File: src/rtl/sd_sink_pkg.sv
// Shared constants and types for the SD block sink: block geometry,
// FSM state encoding and the FIFO entry layout.
package sd_sink_pkg;

  localparam int BLOCK_BYTES    = 512;
  localparam int BYTES_PER_WORD = 4;
  localparam int WORD_W         = 8 * BYTES_PER_WORD;
  localparam int BYTE_CNT_W     = $clog2(BLOCK_BYTES);

  typedef enum logic {
    IDLE   = 1'b0,
    ACTIVE = 1'b1
  } state_t;

  // One FIFO slot: packed data word plus the end-of-block marker.
  typedef struct packed {
    logic              last;
    logic [WORD_W-1:0] data;
  } fifo_entry_t;

endpackage

File: src/rtl/sd_block_sink_if.sv
// Output word stream of the SD block sink: valid/ready handshake carrying
// a 32-bit word and an end-of-block marker.
interface sd_block_sink_if;
  import sd_sink_pkg::*;

  logic              m_valid;
  logic              m_ready;
  logic [WORD_W-1:0] m_data;
  logic              m_last;

  modport master (
    output m_valid,
    output m_data,
    output m_last,
    input  m_ready
  );

  modport slave (
    input  m_valid,
    input  m_data,
    input  m_last,
    output m_ready
  );

endinterface

File: src/rtl/sd_sink_fifo.sv
// Synchronous FIFO of {last,data} entries for the SD block sink.
// A push into a full FIFO succeeds only when a pop happens in the same
// cycle; otherwise the entry is dropped and 'drop' is raised for that cycle.
// A pop from an empty FIFO is ignored, so push+pop on empty only writes.
module sd_sink_fifo
  import sd_sink_pkg::*;
#(
  parameter int FIFO_DEPTH = 4
) (
  input  logic        clk,
  input  logic        rst,
  input  logic        flush,
  input  logic        push,
  input  logic        pop,
  input  fifo_entry_t wr_entry,
  output fifo_entry_t rd_entry,
  output logic        full,
  output logic        empty,
  output logic        drop
);

  localparam int AW = $clog2(FIFO_DEPTH);

  fifo_entry_t   mem [FIFO_DEPTH];
  logic [AW:0]   wr_ptr;
  logic [AW:0]   rd_ptr;
  logic          wr_en;
  logic          rd_en;

  // Extra pointer bit distinguishes full from empty when the indices match.
  assign empty = (wr_ptr == rd_ptr);
  assign full  = (wr_ptr[AW] != rd_ptr[AW]) &&
                 (wr_ptr[AW-1:0] == rd_ptr[AW-1:0]);

  assign rd_en = pop && !empty;
  assign wr_en = push && (!full || rd_en);
  assign drop  = push && !wr_en;

  // Head is forced to zero when empty so the outputs read 0 in reset/idle.
  assign rd_entry = empty ? '0 : mem[rd_ptr[AW-1:0]];

  // Pointer update; flush empties the FIFO and overrides any push/pop.
  always_ff @(posedge clk or negedge rst) begin
    if (!rst) begin
      wr_ptr <= '0;
      rd_ptr <= '0;
    end else if (flush) begin
      wr_ptr <= '0;
      rd_ptr <= '0;
    end else begin
      if (wr_en) wr_ptr <= wr_ptr + 1'b1;
      if (rd_en) rd_ptr <= rd_ptr + 1'b1;
    end
  end

  // Storage array; data only, no reset needed.
  always_ff @(posedge clk) begin
    if (wr_en && !flush) mem[wr_ptr[AW-1:0]] <= wr_entry;
  end

endmodule

File: src/rtl/sd_block_sink.sv
// SD block sink: packs bytes from the SD reader little-endian into 32-bit
// words, tags the word holding byte 511 of each 512-byte block, and queues
// words in an output FIFO with overflow detection and block accounting.
// Optional feature: define SDSINK_CHECKSUM_EN to add a 16-bit per-block
// byte-sum output 'checksum'.
module sd_block_sink
  import sd_sink_pkg::*;
#(
  parameter int FIFO_DEPTH = 4
) (
  input  logic                   clk,
  input  logic                   rst,
  input  logic                   start,
  input  logic                   stop,
  input  logic                   byte_valid,
  input  logic [7:0]             byte_in,
  sd_block_sink_if.master        stream,
  output logic                   block_done,
  output logic [31:0]            block_count,
`ifdef SDSINK_CHECKSUM_EN
  output logic [15:0]            checksum,
`endif
  output logic                   overflow
);

  state_t                 state;
  state_t                 state_nxt;
  logic [BYTE_CNT_W-1:0]  byte_cnt;
  logic [1:0]             lane;
  logic                   take;
  logic                   word_end;
  logic                   block_end;

  logic [23:0]            word_p0;
  logic                   vld_p1;
  logic                   last_p1;
  logic [WORD_W-1:0]      word_p1;

  fifo_entry_t            wr_entry;
  fifo_entry_t            rd_entry;
  logic                   fifo_full;
  logic                   fifo_empty;
  logic                   fifo_drop;

  // A byte is accepted only while armed; start and stop both win over it.
  assign lane      = byte_cnt[1:0];
  assign take      = (state == ACTIVE) && byte_valid && !start && !stop;
  assign word_end  = take && (lane == 2'd3);
  assign block_end = take && (byte_cnt == BYTE_CNT_W'(BLOCK_BYTES - 1));

  // FSM state register.
  always_ff @(posedge clk or negedge rst) begin
    if (!rst) state <= IDLE;
    else      state <= state_nxt;
  end

  // FSM next state: start arms (or re-arms), stop disarms.
  always_comb begin
    state_nxt = state;
    case (state)
      IDLE:    if (start) state_nxt = ACTIVE;
      ACTIVE:  if (start) state_nxt = ACTIVE;
               else if (stop) state_nxt = IDLE;
      default: state_nxt = IDLE;
    endcase
  end

  // Control: byte counter, word-push strobe, block accounting, overflow.
  always_ff @(posedge clk or negedge rst) begin
    if (!rst) begin
      byte_cnt    <= '0;
      vld_p1      <= 1'b0;
      last_p1     <= 1'b0;
      block_done  <= 1'b0;
      block_count <= '0;
      overflow    <= 1'b0;
    end else begin
      vld_p1     <= 1'b0;
      block_done <= 1'b0;
      if (start) begin
        byte_cnt    <= '0;
        last_p1     <= 1'b0;
        block_count <= '0;
        overflow    <= 1'b0;
      end else begin
        if (stop && (state == ACTIVE)) byte_cnt <= '0;
        else if (take)                 byte_cnt <= byte_cnt + 1'b1;
        if (word_end) begin
          vld_p1  <= 1'b1;
          last_p1 <= block_end;
        end
        // Block done and count land in the same cycle the last word is pushed.
        if (block_end) begin
          block_done  <= 1'b1;
          block_count <= block_count + 32'd1;
        end
        if (fifo_drop) overflow <= 1'b1;
      end
    end
  end

  // Stage p0: collect bytes 0..2 of the word; stage p1: full word ready to push.
  always_ff @(posedge clk) begin
    if (take) begin
      case (lane)
        2'd0:    word_p0[7:0]   <= byte_in;
        2'd1:    word_p0[15:8]  <= byte_in;
        2'd2:    word_p0[23:16] <= byte_in;
        default: ;
      endcase
    end
    if (word_end) word_p1 <= {byte_in, word_p0};
  end

`ifdef SDSINK_CHECKSUM_EN
  logic [15:0] sum_acc;

  // Running byte sum; latched into checksum with the block's final byte.
  always_ff @(posedge clk or negedge rst) begin
    if (!rst) begin
      sum_acc  <= '0;
      checksum <= '0;
    end else if (start) begin
      sum_acc  <= '0;
      checksum <= '0;
    end else if (stop && (state == ACTIVE)) begin
      sum_acc  <= '0;
    end else if (take) begin
      if (block_end) begin
        checksum <= sum_acc + 16'(byte_in);
        sum_acc  <= '0;
      end else begin
        sum_acc  <= sum_acc + 16'(byte_in);
      end
    end
  end
`endif

  assign wr_entry.last = last_p1;
  assign wr_entry.data = word_p1;

  sd_sink_fifo #(
    .FIFO_DEPTH (FIFO_DEPTH)
  ) u_fifo (
    .clk      (clk),
    .rst      (rst),
    .flush    (start),
    .push     (vld_p1),
    .pop      (stream.m_ready),
    .wr_entry (wr_entry),
    .rd_entry (rd_entry),
    .full     (fifo_full),
    .empty    (fifo_empty),
    .drop     (fifo_drop)
  );

  assign stream.m_valid = !fifo_empty;
  assign stream.m_data  = rd_entry.data;
  assign stream.m_last  = rd_entry.last;

endmodule

File: src/flat_wrapper.sv
// flat-port wrapper written by rule: the top's interface ports become plain ports
module sd_block_sink_flat import sd_sink_pkg::*;
#(
  parameter int FIFO_DEPTH = 4
)
  (clk, rst, start, stop, byte_valid, byte_in, block_done, block_count, overflow, stream_m_valid, stream_m_data, stream_m_last, stream_m_ready);
  sd_block_sink_if stream_i ();
  input  logic clk;
  input  logic rst;
  input  logic start;
  input  logic stop;
  input  logic byte_valid;
  input  logic [7:0] byte_in;
  output logic block_done;
  output logic [31:0] block_count;
  output logic overflow;
  output wire logic [$bits(stream_i.m_valid)-1:0] stream_m_valid;
  output wire logic [$bits(stream_i.m_data)-1:0] stream_m_data;
  output wire logic [$bits(stream_i.m_last)-1:0] stream_m_last;
  input wire logic [$bits(stream_i.m_ready)-1:0] stream_m_ready;
  assign stream_m_valid = stream_i.m_valid;
  assign stream_m_data = stream_i.m_data;
  assign stream_m_last = stream_i.m_last;
  assign stream_i.m_ready = stream_m_ready;
  sd_block_sink #(.FIFO_DEPTH(FIFO_DEPTH)) u_core (.clk(clk), .rst(rst), .start(start), .stop(stop), .byte_valid(byte_valid), .byte_in(byte_in), .stream(stream_i), .block_done(block_done), .block_count(block_count), .overflow(overflow));
endmodule
File: config.mk
export PLATFORM = sky130hd
export DESIGN_NAME = sd_block_sink_flat
export DESIGN_NICKNAME = d
export VERILOG_FILES = /design/src/rtl/sd_sink_pkg.sv /design/src/rtl/sd_block_sink_if.sv /design/src/rtl/sd_sink_fifo.sv /design/src/rtl/sd_block_sink.sv /design/src/flat_wrapper.sv
export SDC_FILE = /design/constraint.sdc
export NUM_CORES = 1
export LEC_CHECK = 0
export CORE_MARGIN = 2
export CORE_UTILIZATION = 57
export DETAILED_ROUTE_END_ITERATION = 12
export GPL_TIMING_DRIVEN = 0
export HOLD_SLACK_MARGIN = 0.12
export PLACE_DENSITY = 0.82
export SLEW_MARGIN = 25
export SYNTH_ARGS = -nofsm -noshare
export SYNTH_HDL_FRONTEND = slang
export SYNTH_SLANG_ARGS = --single-unit
File: constraint.sdc
create_clock -name clk -period 5.7 [get_ports clk]
set_clock_uncertainty 0.15 [all_clocks]
set_input_delay 0.57 -clock clk [delete_from_list [all_inputs] [get_ports clk]]
set_output_delay 0.57 -clock clk [all_outputs]
set_load 0.005 [all_outputs]
[Word level (Yosys, flattened, before mapping)]
Memories as Yosys holds them, arrays and structs flattened.
Index checks and enable logic that the tools add are counted.
Word-level totals
  bits in registers: 108
  bits in latches: 0
  RAM bits: 132
  bits in read-only memories: 0
  output and inout bits: 68
  memories: 1
Cells by class
  add/sub/neg operators: 4
  multiply operators: 0
  divide/modulo/power cells: 0
  magnitude comparators: 0
  equal/unequal tests: 7
  shifts and indexed selects: 0
  multiplexer cells: 24
  bitwise operators: 1
  reduce and logical (&&, ||, !) cells: 27
Memories
  u_core.u_fifo.mem: depth 4, bits a word 33, rd ports 1, clocked after memory_dff 0, write ports 1, RTL line sd_sink_fifo.sv:24  | fifo_entry_t mem [FIFO_DEPTH];
Operator list (number)
  $mux 32: 2
  $mux 33: 1
  $add 32x1->32 const B: 1
  $mux 9: 3
  $mux 1: 13
  $mux 3: 4
  $logic_and 1x1->1: 11
  $reduce_bool 2->1: 5
  $add 9x1->9 const B: 1
  $eq 9x9->1 const B: 1
  $add 3x1->3 const B: 2
  $reduce_and 2->1: 3
  $logic_not 1->1: 5
  $eq 2x2->1 const B: 2
  $eq 3x3->1: 1
  $reduce_bool 3->1: 1
  $eq 2x1->1 const B: 1
  $eq 2x2->1: 1
  $logic_not 2->1: 1
  $pmux 1 s2: 1
  $logic_or 1x1->1: 1
  $ne 1x1->1: 1
  $not 1->1: 1

[Longest topological paths before layout]
  depth in word-level cells: 9
  mapped depth: 10
  depth with buffers taken out: 8

[By module]
From an unflattened synthesis, not the netlist that was laid out.
Second synthesis, totals
  cells, all modules: 578
  area, all modules: 9605.5 um2
Modules (own cells, without submodules)
  sd_sink_fifo: times used 1, cells an instance 265, area an instance 5475.3 um2, seq. area each 4113.9 um2
  sd_block_sink: times used 1, cells an instance 313, area an instance 4130.2 um2, seq. area each 2832.7 um2

[Least setup slack after synthesis]
Ideal clock, no wire load.
  kind: reg2reg
  start: register u_core.u_fifo.rd_ptr[0]
  end: memory u_core.u_fifo.mem[3][0] (netlist name) (enable)
  setup time: 464 ps
  arrival: 3462 ps
  required time: 5086 ps
  slack: 1624 ps
  stages on the path, launching flop included: 5
  path buffers: 1
  cell sequence: dfrtp_1 -> clkbuf_1 -> xor2_1 -> o41ai_2 -> nor3_1
Between the ends
  cells in the longest elaborated chain, start to end: 8
  elaborated cells between the ends (all ways): 11
RTL lines
  from (decl): RTL line sd_sink_fifo.sv:26  | logic [AW:0] rd_ptr;
  from (signal assigned): RTL line sd_sink_fifo.sv:52  | if (rd_en) rd_ptr <= rd_ptr + 1'b1;
  $eq 3x3->1 or $eq 2x2->1 (tied branches): RTL line sd_sink_fifo.sv:31, sd_sink_fifo.sv:33
  $logic_not 1->1 or $logic_and 1x1->1 (tied branches): RTL line sd_sink_fifo.sv:35, sd_sink_fifo.sv:32
  $logic_and 1x1->1 or $logic_not 1->1 (tied branches): RTL line sd_sink_fifo.sv:35, sd_sink_fifo.sv:36
  $logic_or 1x1->1 (*): RTL line sd_sink_fifo.sv:36  | assign wr_en = push && (!full || rd_en);
  $logic_and 1x1->1 (*): RTL line sd_sink_fifo.sv:36
  $logic_and 1x1->1 (*): RTL line sd_sink_fifo.sv:58  | if (wr_en && !flush) mem[wr_ptr[AW-1:0]] <= wr_entry;
  $mux 1 (*): RTL line sd_sink_fifo.sv:58
  $mux 1 (implied by the code) (*): RTL line sd_sink_fifo.sv:58
  to (decl): RTL line sd_sink_fifo.sv:24
Every way passes the cells marked *; elsewhere a longest branch is shown, timed or not.

[Final worst setup path]
  start: register u_core.u_fifo.rd_ptr[0]
  end: output stream_m_data[27]
Between the ends
  cells in the longest elaborated chain, start to end: 2
  elaborated cells between the ends (all ways): 3
RTL lines
  $mem_v2 4x33 or $eq 3x3->1 (tied branches)
  $mux 33 (*): RTL line sd_sink_fifo.sv:40  | assign rd_entry = empty ? '0 : mem[rd_ptr[AW-1:0]];
  to (decl): RTL line flat_wrapper.sv:18  | output wire logic [$bits(stream_i.m_data)-1:0] stream_m_data;
Marks and branches as above.

==> results by group <==
Status
  • Status: finished, final reports clean

Clock network
  • Worst-case clock buffer depth: 3
  • Clk_lat worst skew: approximately 0.52 ns
  • CTS tree: yes
  • H-tree depth: 1
  • Setup Buffers After CTS: 0
  • Clock sink count: 240
  • Root buffer cell: clkbuf_16
  • Reg clk slew, reported paths: about 0.060 ns
  • Num CTS Buffers: 24

Floorplan
  • Die X: roughly 130 µm
  • Die area: approximately 0.018 mm²
  • Die Y: 133 µm
  • Initial core utilization: 57.8%
  • Core area: 0.0164 mm²
  • Placement Rows: 47
  • Ports: 82

STA
  • Hold_ws: 0.269 ns
  • Slew @ Worst Pin: ~0.77 ns
  • Unrepaired setup endpoints after global routing: false
  • Slew Viols, Final: 0
  • Final setup TNS: 0 ns
  • Final setup viols: 0
  • Minimum clock period: between 4 and 5 ns
  • Maximum clock rate: 237 MHz
  • Final Hold Vio Count: 0
  • Relative slew slack: between 40 and 50%
  • Fin crit share: between 70% and 80%

Placed design
  • Placer Congestion: 0.824
  • Port bufs: 81
  • Area after DPL: 0.0107 mm²
  • Post-DP HPWL: about 12000 µm

Drt
  • Via count: 5481
  • Vias per std cell: ~6
  • DR WL/cell: ~22 µm
  • Starting DRT DRC Count: roughly 500
  • Wirelength, routed: 20100 µm
  • First drt pass iteration count: 5
  • Final routed DRC violation total: 0
  • Routed Antenna Nets: 0

Global routing
  • First-pass GRT wire length: approximately 32000 µm
  • GRT Util Overall: a little under a quarter
  • GRT Residual Overflow: 0
  • Initial antenna violation count: 0
  • Vias in the first global route: between 5000 and 6000
  • Largest net degree at the start of global routing: 53

Setup path
  • Depth of the worst register-to-register path: 7
  • Critical-path maximum fanout: 10
  • WS Path Type: flop to output port
  • CP required: about 5 ns
  • CP arrival: ~3.5 ns
  • CP Launch Type: flop
  • CP Capture Type: output port

Min path
  • Hold path cells: 0
  • Worst hold path type: flop to flop

Synth
  • Ys flop type: edfxtp_1
  • Largest area contributor in the netlist: edfxtp_1
  • Mapped Area: 0.00948 mm²
  • Count leader, synth: edfxtp_1
  • Compound-cell area share of the yosys netlist: between 3 and 4%
  • Sequential-to-total area share from yosys stat: approximately three quarters
  • Number of synthesized flops with an enable pin: between 150 and 200
  • Synth top area share: around three fifths
  • Combinational family with the most area after synthesis: simple AND/OR/NAND/NOR gates
  • Synth Net Count: approximately 580
  • Unique masters post-synth: between 40 and 50
  • Post-Synth Simple-Gate Area: 9.80%
  • Syn Area/Cell: approximately 17 µm²
  • Xor and xnor area share after synthesis: roughly 1.8%
  • Mux cell area share after synthesis: 8.40%
  • Yosys reg bits: 240
  • Adder-Cell Fraction of Synth Area: under 10%
  • Commonest cells in the netlist: 188 x edfxtp_1, 52 x dfrtp_1, 35 x nor2b_1
  • Yosys Warn Count: 0
  • Asr flop ratio synth: between 20% and 30%
  • Synth area leaders: edfxtp_1 60%, dfrtp_1 14%, mux4_2 7.8%
  • Syn Inst Count: 557

Layout
  • Layout fillers: 1006
  • Finished Cell Area: approximately 0.011 mm²
  • Antenna cells: 0
  • Multi-input logic area: 0.00242 mm²
  • Final net count: roughly 700
  • Syn-to-layout area delta: 20.8%
  • Share of cells above drive strength 1: around an eighth
  • Register area: about 0.0069 mm²

Run
  • Max Cap Viol: 0

Pwr
  • Leakage: 3.86 nW
  • Clock share of power: about 43%
  • Switching Fraction: a little under a fifth
  • Gate power share: about 1.2%
  • Pwr Total: between 3 and 4 mW
  • PwrDens: 296 mW/mm²
  • Sequential share of power: a little under three fifths
  • P_sw: approximately 0.64 mW
  • Internal power: roughly 2.7 mW
  • Maximum VDD drop: between 0.2 and 0.25 mV
## repair_timing
item	4_1_cts	5_1_grt
hold buffers	1	0
gates resized for setup	0	0
hold endpoints to repair	52	0
## through the flow
step	cells	util, %	setup WS, ns
after floorplan	557	-	1.62
after global placement	858	64.4	-0.801
after detailed placement	866	65.3	1.96
after CTS	907	69.8	1.43
after global routing	907	69.8	1.28
final	907	69.8	1.47
## layout by cell type (no fill, tap or decap), drive strengths merged, types with 3 or more instances in the layout
master and instances:
edfxtp 188, clkdlybuf4s50 80, dfrtp 52, clkbuf 43
nor2b 35, mux4 33, a21oi 25, nor2 23
o31ai 18, nand2 16, or4 16, buf 15
xor2 13, nand3 13, nand4 12, and2 12
inv 11, o21ai 11, ha 11, clkinv 10
or3 8, and4 7, xnor2 6, and3 4
mux2 3
## sequential cells by signal, summed over array words and instances, names as in the netlist, 3 cells and up
register,cells
u_core.u_fifo.mem,132
u_core.block_count,32
u_core.word_p1,32
u_core.word_p0,24
u_core.byte_cnt,9
u_core.u_fifo.rd_ptr,3
u_core.u_fifo.wr_ptr,3
## worst paths after layout
| path | start | end | slack, ns |
|---|---|---|---|
| worst max-delay path | u_core.u_fifo.rd_ptr[0] | stream_m_data[27] | 1.47 |
| worst min-delay path | u_core.word_p0[8] | u_core.word_p1[8] | 0.27 |
| worst max register to register | u_core.u_fifo.rd_ptr[0] | u_core.u_fifo.mem[3][21] | 2.46 |
| worst min register to register | u_core.word_p0[8] | u_core.word_p1[8] | 0.27 |
| max in group asynchronous | rst | u_core.block_count[13] | 4.46 |
| min in group asynchronous | rst | u_core.byte_cnt[5] | 0.48 |
## critical path: stages (launching register included)
cell,delay [ns]
dfrtp_1,0.37
clkbuf_1,0.48
xor2_1,0.30
nor3_2,0.65
clkbuf_1,0.54
nor2b_1,0.18
clkdlybuf4s50_1,0.48
## routing by layer
| metal | GRT usage, % | share of wire [%] | routed length, µm |
|---|---|---|---|
| met1 | 30.0 | 39 | 7850 |
| met2 | 41.5 | 52 | 10500 |
| met3 | 3.49 | 5.9 | 1190 |
| met4 | 7.53 | 2.8 | 564 |
| met5 | 0 | 0 | 0 |
## kinds of logic after synthesis
family	Yosys count
adders and majority gates	11
and+or+nand+nor	156
muxes	38
AOI/OAI and AO/OA	60
buffers and inverters	33
DFF	240
xor gates and xnor gates	19
## power groups by stage
stage	Sequential [mW]	Clock [mW]	Combinational, mW
after global routing	1.88	1.56	0.0433
final	1.88	1.47	0.0392
after floorplan	1.91	0	0.0111
after global placement	1.91	0	0.0378
after CTS	1.88	1.49	0.0395
after detailed placement	1.91	0	0.0385
## cell type report
cell class	instances	share of cell area, %
multi-input combinational	284	21.1
sequential	240	60.6
tap	220	2.40
timing repair buffer	90	8.30
inverter	11	0.360
buffer	22	0.819
clock inverter	13	1.05
clock buffer	27	5.34
No activity file was read; power rests on OpenSTA's default activity.
